$ cat config.mk
export PLATFORM = sky130hd
export DESIGN_NAME = cdc_sync_bus_flat
export DESIGN_NICKNAME = d
export VERILOG_FILES = /design/src/rtl/cdc_sync_bus_if.sv /design/src/rtl/cdc_sync_bus.sv /design/src/flat_wrapper.sv
export SDC_FILE = /design/constraint.sdc
export NUM_CORES = 1
export LEC_CHECK = 0
export CELL_PAD_IN_SITES_DETAIL_PLACEMENT = 0
export CELL_PAD_IN_SITES_GLOBAL_PLACEMENT = 2
export CORE_MARGIN = 8
export CORE_UTILIZATION = 32
export DETAILED_ROUTE_END_ITERATION = 16
export PLACE_DENSITY = 0.91
export SLEW_MARGIN = 20
export SYNTH_ARGS = -nofsm -noshare
export SYNTH_HDL_FRONTEND = slang
export SYNTH_SLANG_ARGS = --single-unit
$ cat constraint.sdc
create_clock -name clk -period 3.25 [get_ports clk]
set_clock_uncertainty 0.15 [all_clocks]
set_input_delay 0.65 -clock clk [delete_from_list [all_inputs] [get_ports clk]]
set_output_delay 0.65 -clock clk [all_outputs]
set_load 0.005 [all_outputs]
$ cat src/rtl/cdc_sync_bus_if.sv
// Level-signal bundle for cdc_sync_bus: async inputs in, synchronised levels and edge pulses out.
interface cdc_sync_bus_if #(
  parameter int unsigned WIDTH = 8
);
  logic [WIDTH-1:0] signal_in;
  logic [WIDTH-1:0] signal_out;
  logic [WIDTH-1:0] rise;
  logic [WIDTH-1:0] fall;
  logic             changed;

  // Source side: drives the asynchronous levels and observes the results.
  modport master (
    output signal_in,
    input  signal_out,
    input  rise,
    input  fall,
    input  changed
  );

  // Synchroniser side.
  modport slave (
    input  signal_in,
    output signal_out,
    output rise,
    output fall,
    output changed
  );
endinterface

$ cat src/rtl/cdc_sync_bus.sv
// Multi-channel level synchroniser: per-bit flop chain, optional debounce filter,
// optional output register and rise/fall pulse generation. Bits are independent,
// so this must not be used to carry a coherent multi-bit value.
module cdc_sync_bus #(
  parameter int unsigned      WIDTH         = 8,
  parameter int unsigned      STAGES        = 2,
  parameter int unsigned      FILTER_CYCLES = 0,
  parameter int unsigned      FANOUT        = 1,
  parameter logic [WIDTH-1:0] RESET_VAL     = '0
) (
  input  logic          clk,
  input  logic          rst_n,
  cdc_sync_bus_if.slave bus
);

  // A single flop cannot resolve metastability; refuse to build.
  if (STAGES < 2) begin : g_bad_stages
    $error("cdc_sync_bus: STAGES must be at least 2");
  end

  (* ASYNC_REG = "TRUE" *) logic [STAGES-1:0][WIDTH-1:0] sync_q;
  logic [WIDTH-1:0] samp;
  logic [WIDTH-1:0] stable;
  logic [WIDTH-1:0] out_lvl;
  logic [WIDTH-1:0] prev_q;

  // Synchroniser chain: pure shift, nothing between stages.
  always_ff @(posedge clk or negedge rst_n) begin
    if (!rst_n) begin
      sync_q <= {STAGES{RESET_VAL}};
    end else begin
      sync_q <= {sync_q[STAGES-2:0], bus.signal_in};
    end
  end

  assign samp = sync_q[STAGES-1];

  if (FILTER_CYCLES == 0) begin : g_no_filter
    assign stable = samp;
  end else begin : g_filter
    localparam int unsigned CNT_W =
      ($clog2(FILTER_CYCLES + 1) > 1) ? $clog2(FILTER_CYCLES + 1) : 1;
    localparam logic [CNT_W-1:0] CNT_LAST = CNT_W'(FILTER_CYCLES - 1);

    logic [WIDTH-1:0][CNT_W-1:0] cnt_q;
    logic [WIDTH-1:0]            stable_q;

    // Debounce: accept a new level only after FILTER_CYCLES consecutive differing samples.
    always_ff @(posedge clk or negedge rst_n) begin
      if (!rst_n) begin
        stable_q <= RESET_VAL;
        cnt_q    <= '0;
      end else begin
        for (int i = 0; i < int'(WIDTH); i++) begin
          if (samp[i] == stable_q[i]) begin
            cnt_q[i] <= '0;
          end else if (cnt_q[i] == CNT_LAST) begin
            stable_q[i] <= samp[i];
            cnt_q[i]    <= '0;
          end else begin
            cnt_q[i] <= cnt_q[i] + CNT_W'(1);
          end
        end
      end
    end

    assign stable = stable_q;
  end

  if (FANOUT != 0) begin : g_fanout
    logic [WIDTH-1:0] out_q;

    // Output register so signal_out can drive many loads.
    always_ff @(posedge clk or negedge rst_n) begin
      if (!rst_n) begin
        out_q <= RESET_VAL;
      end else begin
        out_q <= stable;
      end
    end

    assign out_lvl = out_q;
  end else begin : g_direct
    assign out_lvl = stable;
  end

  // Previous output level for edge detection; resets to RESET_VAL so release is silent.
  always_ff @(posedge clk or negedge rst_n) begin
    if (!rst_n) begin
      prev_q <= RESET_VAL;
    end else begin
      prev_q <= out_lvl;
    end
  end

  assign bus.signal_out = out_lvl;
  assign bus.rise       = out_lvl & ~prev_q;
  assign bus.fall       = ~out_lvl & prev_q;
  assign bus.changed    = |(out_lvl ^ prev_q);

endmodule

$ cat src/flat_wrapper.sv
// flat-port wrapper written by rule: the top's interface ports become plain ports
module cdc_sync_bus_flat 
#(
  parameter int unsigned      WIDTH         = 8,
  parameter int unsigned      STAGES        = 2,
  parameter int unsigned      FILTER_CYCLES = 0,
  parameter int unsigned      FANOUT        = 1,
  parameter logic [WIDTH-1:0] RESET_VAL     = '0
)
  (clk, rst_n, bus_signal_in, bus_signal_out, bus_rise, bus_fall, bus_changed);
  cdc_sync_bus_if #(.WIDTH(WIDTH)) bus_i ();
  input  logic clk;
  input  logic rst_n;
  input wire logic [$bits(bus_i.signal_in)-1:0] bus_signal_in;
  output wire logic [$bits(bus_i.signal_out)-1:0] bus_signal_out;
  output wire logic [$bits(bus_i.rise)-1:0] bus_rise;
  output wire logic [$bits(bus_i.fall)-1:0] bus_fall;
  output wire logic [$bits(bus_i.changed)-1:0] bus_changed;
  assign bus_i.signal_in = bus_signal_in;
  assign bus_signal_out = bus_i.signal_out;
  assign bus_rise = bus_i.rise;
  assign bus_fall = bus_i.fall;
  assign bus_changed = bus_i.changed;
  cdc_sync_bus #(.WIDTH(WIDTH), .STAGES(STAGES), .FILTER_CYCLES(FILTER_CYCLES), .FANOUT(FANOUT), .RESET_VAL(RESET_VAL)) u_core (.clk(clk), .rst_n(rst_n), .bus(bus_i));
endmodule
==> results summary <==
The run finished with clean final reports. The global-route wire length before repair is around 2.5 mm. The aggregate global routing overflow came out at 0. The starting utilization of the core area is 0.329. The die area is 5490 µm².

On the critical path, the stage with the largest delay is an instance of clkdlybuf4s50_1. Of the post-synthesis cell area, the dominant cell type holds 0.742. The synthesized-area fraction occupied by xor and xnor cells came out at 0. The post-CTS repair timing setup buffer count is 0.

The portion of synthesized area spent on multiplexers is 0. The count of buffers from port buffering came out at 34. The H-tree generated during clock tree synthesis spans 2 levels. The placed wire-length estimate after detailed placement is 1.25 mm.

The placer congestion estimate came out at between 0.6 and 0.7. Counting every instance in the synthesized netlist gives 67. The mean instance size in the synthesized netlist came out at 16.1 µm². The total count of max-transition violations in the final report came out at 0. The number of nets at the end of the flow came out at 135.

The global routing usage on met3 is 0.0431. The number of global-route vias before repair is 588. The fraction of layout instances using a drive strength above 1 came out at 0.0818.

The final routed wirelength across all metal layers came out at between 1.5 and 2 mm. The power density of the placed cells came out at 466 nW/µm². The kind of end point of the critical path is an output port. The library cells used most frequently in the layout, excluding fill and tap cells, are clkdlybuf4s50_1, dfrtp_1, inv_1, ha_1, clkbuf_4.

From synthesis to final layout, the design area changed by 43.2%. The die is 74.1 µm wide. dfrtp_1 takes more of the synthesized area than any other cell. The total negative slack is 0 ns. The TritonCTS clock tree is yes.

Setup repair after global routing left no endpoint under its margin. In this run the standard cell core region covers approximately 3300 µm². The total clock buffers created by CTS came out at 5. The simple-gate portion of the synthesized area came out at 0.0174. In the routed design, unresolved DRC markers number 0.

The latest clock arrival within the worst-skew pair came out at ~0.32 ns. After synthesis the netlist holds a flip-flop and latch count of 32. The count of hold-fix buffers inserted at cts came out at 0. Of all nets on the critical path, the largest fanout is 4.

Final hold analysis gives a worst-case slack of 0.199 ns. The detailed-router iteration count before antenna repair came out at 2. The die is 74.1 µm tall.

The number of hold violations in the final report was 0. Leaving out fill and tap cells, the most frequent cell in the layout is clkdlybuf4s50_1. The class of the most critical setup path is reg2out. Counting along the longest clock path gives a buffer depth of 2.

The fraction of the mapped netlist area in compound gates is 0. The max-slew headroom at the worst pin is 0.746. The number of instances resized during post-cts repair is 0. The launching element type of the critical path is a flip-flop. The initial antenna violation count is 0. IR analysis of the VDD net gives a maximum drop of 0.172 mV.

Ranked by total cell area, the synthesized netlist is headed by dfrtp_1, ha_1, inv_1. Of the total synthesized cell area, the portion taken by full adders, half adders and majority gates is 0.185. The number of warnings issued by yosys is 0.

For this block, the initial DRC count from the detailed router was 3. The initialized floorplan defines 21 standard-cell rows. The met2 global-route usage came out at 0.0889. After synthesis, the largest family of logic cells by area is adder cells.

The overall global routing resource usage is 0.0645. The diode insertion count for antenna repair came out at 0. For the pin with the worst max-slew slack, the measured transition is 0.381 ns. The leakage dissipation is ~0.76 nW.

The tree built by TritonCTS fans out to 32 sinks. The number of top-level design ports came out at 35. The ratio of routed vias to standard cells came out at 3.77. The number of distinct library cells after synthesis is 5. The post-synth net total came out at just over 90. The global-route track usage on met1 is 0.0641. The min-delay analysis places its worst path in the category reg2reg.

The data arrival time of the critical path is 1.83 ns. In the finished design, the share of the clock period the worst path needs comes to 0.808. After global routing, the most crowded layer is met2.

The area of the mapped netlist is approximately 1100 µm². The highest clock rate is 381 MHz. The clock transition at the registers of the reported paths is 0.09 ns. The delay of the slowest cell on the worst path is approximately 0.45 ns. The remaining antenna violation count after routing came out at 0. The mean routed wirelength per cell is around 10 µm. The sequential-to-total area share from yosys stat is 0.742. The total setup violations reported at the end of the flow is 0. Entering global routing, the biggest net connects 33 pins. The clock period minus final worst setup slack is 2.63 ns. Max-cap violations in this run came to 0.

The signal on the critical path passes through inv_1 > ha_1 > nand4_1 > or2_1 > clkdlybuf4s50_1. The data required time at the worst endpoint came out at ~2.5 ns. CTS placed an instance of clkbuf_4 at the clock tree root. The count of vias placed by the detailed router is ~600.
cells in the mapped netlist (all sizes together):
| cell type | number |
|---|---|
| dfrtp | 32 |
| inv | 16 |
| nand4 | 2 |
| or2 | 1 |
| ha | 16 |
cell families (layout without fill, tap and decap cells):
family	after synthesis	in the layout
buf+inv	16	59
flops	32	32
simple gates	3	3
fa+ha+maj	16	16
sequential cells by signal, summed over array words and instances (netlist names):
signal,flops
u_core.samp,8
u_core.bus.signal_out,8
u_core.prev_q,8
u_core.sync_q,8
power breakdown:
| part | internal (mW) | switching (mW) | leakage [nW] |
|---|---|---|---|
| registers | 0.418 | 0.00997 | 0.373 |
| clock network | 0.103 | 0.123 | 0.0380 |
| logic | 0.0425 | 0.0247 | 0.346 |
| total | 0.563 | 0.158 | 0.757 |
worst max-delay path: cells and delay by family (launching register included):
family	cells	cell delay [ns]
buf+inv	2	0.51
fa+ha+maj	1	0.28
simple gates	2	0.31
flops	1	0.40
area by class of cell:
cell class	count	area [µm²]
clock buffers	6	51.3
clock inverters	2	10.0
fillers	328	1740
inverters	16	60.1
multi-input cells	19	219
flip-flops and latches	32	801
well taps	46	57.6
repair buffers	35	348
per-stage QoR:
step                utilization  cell area (µm²)  worst slack [ns]  power, mW  std cells
finish                    0.471             1550             0.624      0.721        156
global route              0.471             1550             0.492      0.764        156
global placement          0.452             1490             0.966      0.503        148
detailed placement        0.452             1490             0.956      0.506        148
CTS                       0.471             1550             0.578      0.736        156
floorplan                     -             1080              1.46      0.451         67
final timing paths:
| kind | endpoint | cells after the start | start | slack [ns] |
|---|---|---|---|---|
| worst min register to register | u_core.bus.signal_out[4] | 0 | u_core.samp[4] | 0.20 |
| worst max-delay path | bus_changed | 5 | u_core.bus.signal_out[5] | 0.62 |
| min in group asynchronous | u_core.bus.signal_out[2] | 2 | rst_n | 0.57 |
| max in group asynchronous | u_core.sync_q[5] | 2 | rst_n | 2.11 |
| worst min-delay path | u_core.bus.signal_out[4] | 0 | u_core.samp[4] | 0.20 |
| worst max register to register | u_core.prev_q[7] | 0 | u_core.bus.signal_out[7] | 2.54 |
routing by layer:
layer,vias up,share of wire
met5,-,0
met4,0,0.028
met3,5,0.15
met2,32,0.42
met1,269,0.41
li1,282,-
No activity file was read; power rests on OpenSTA's default activity.
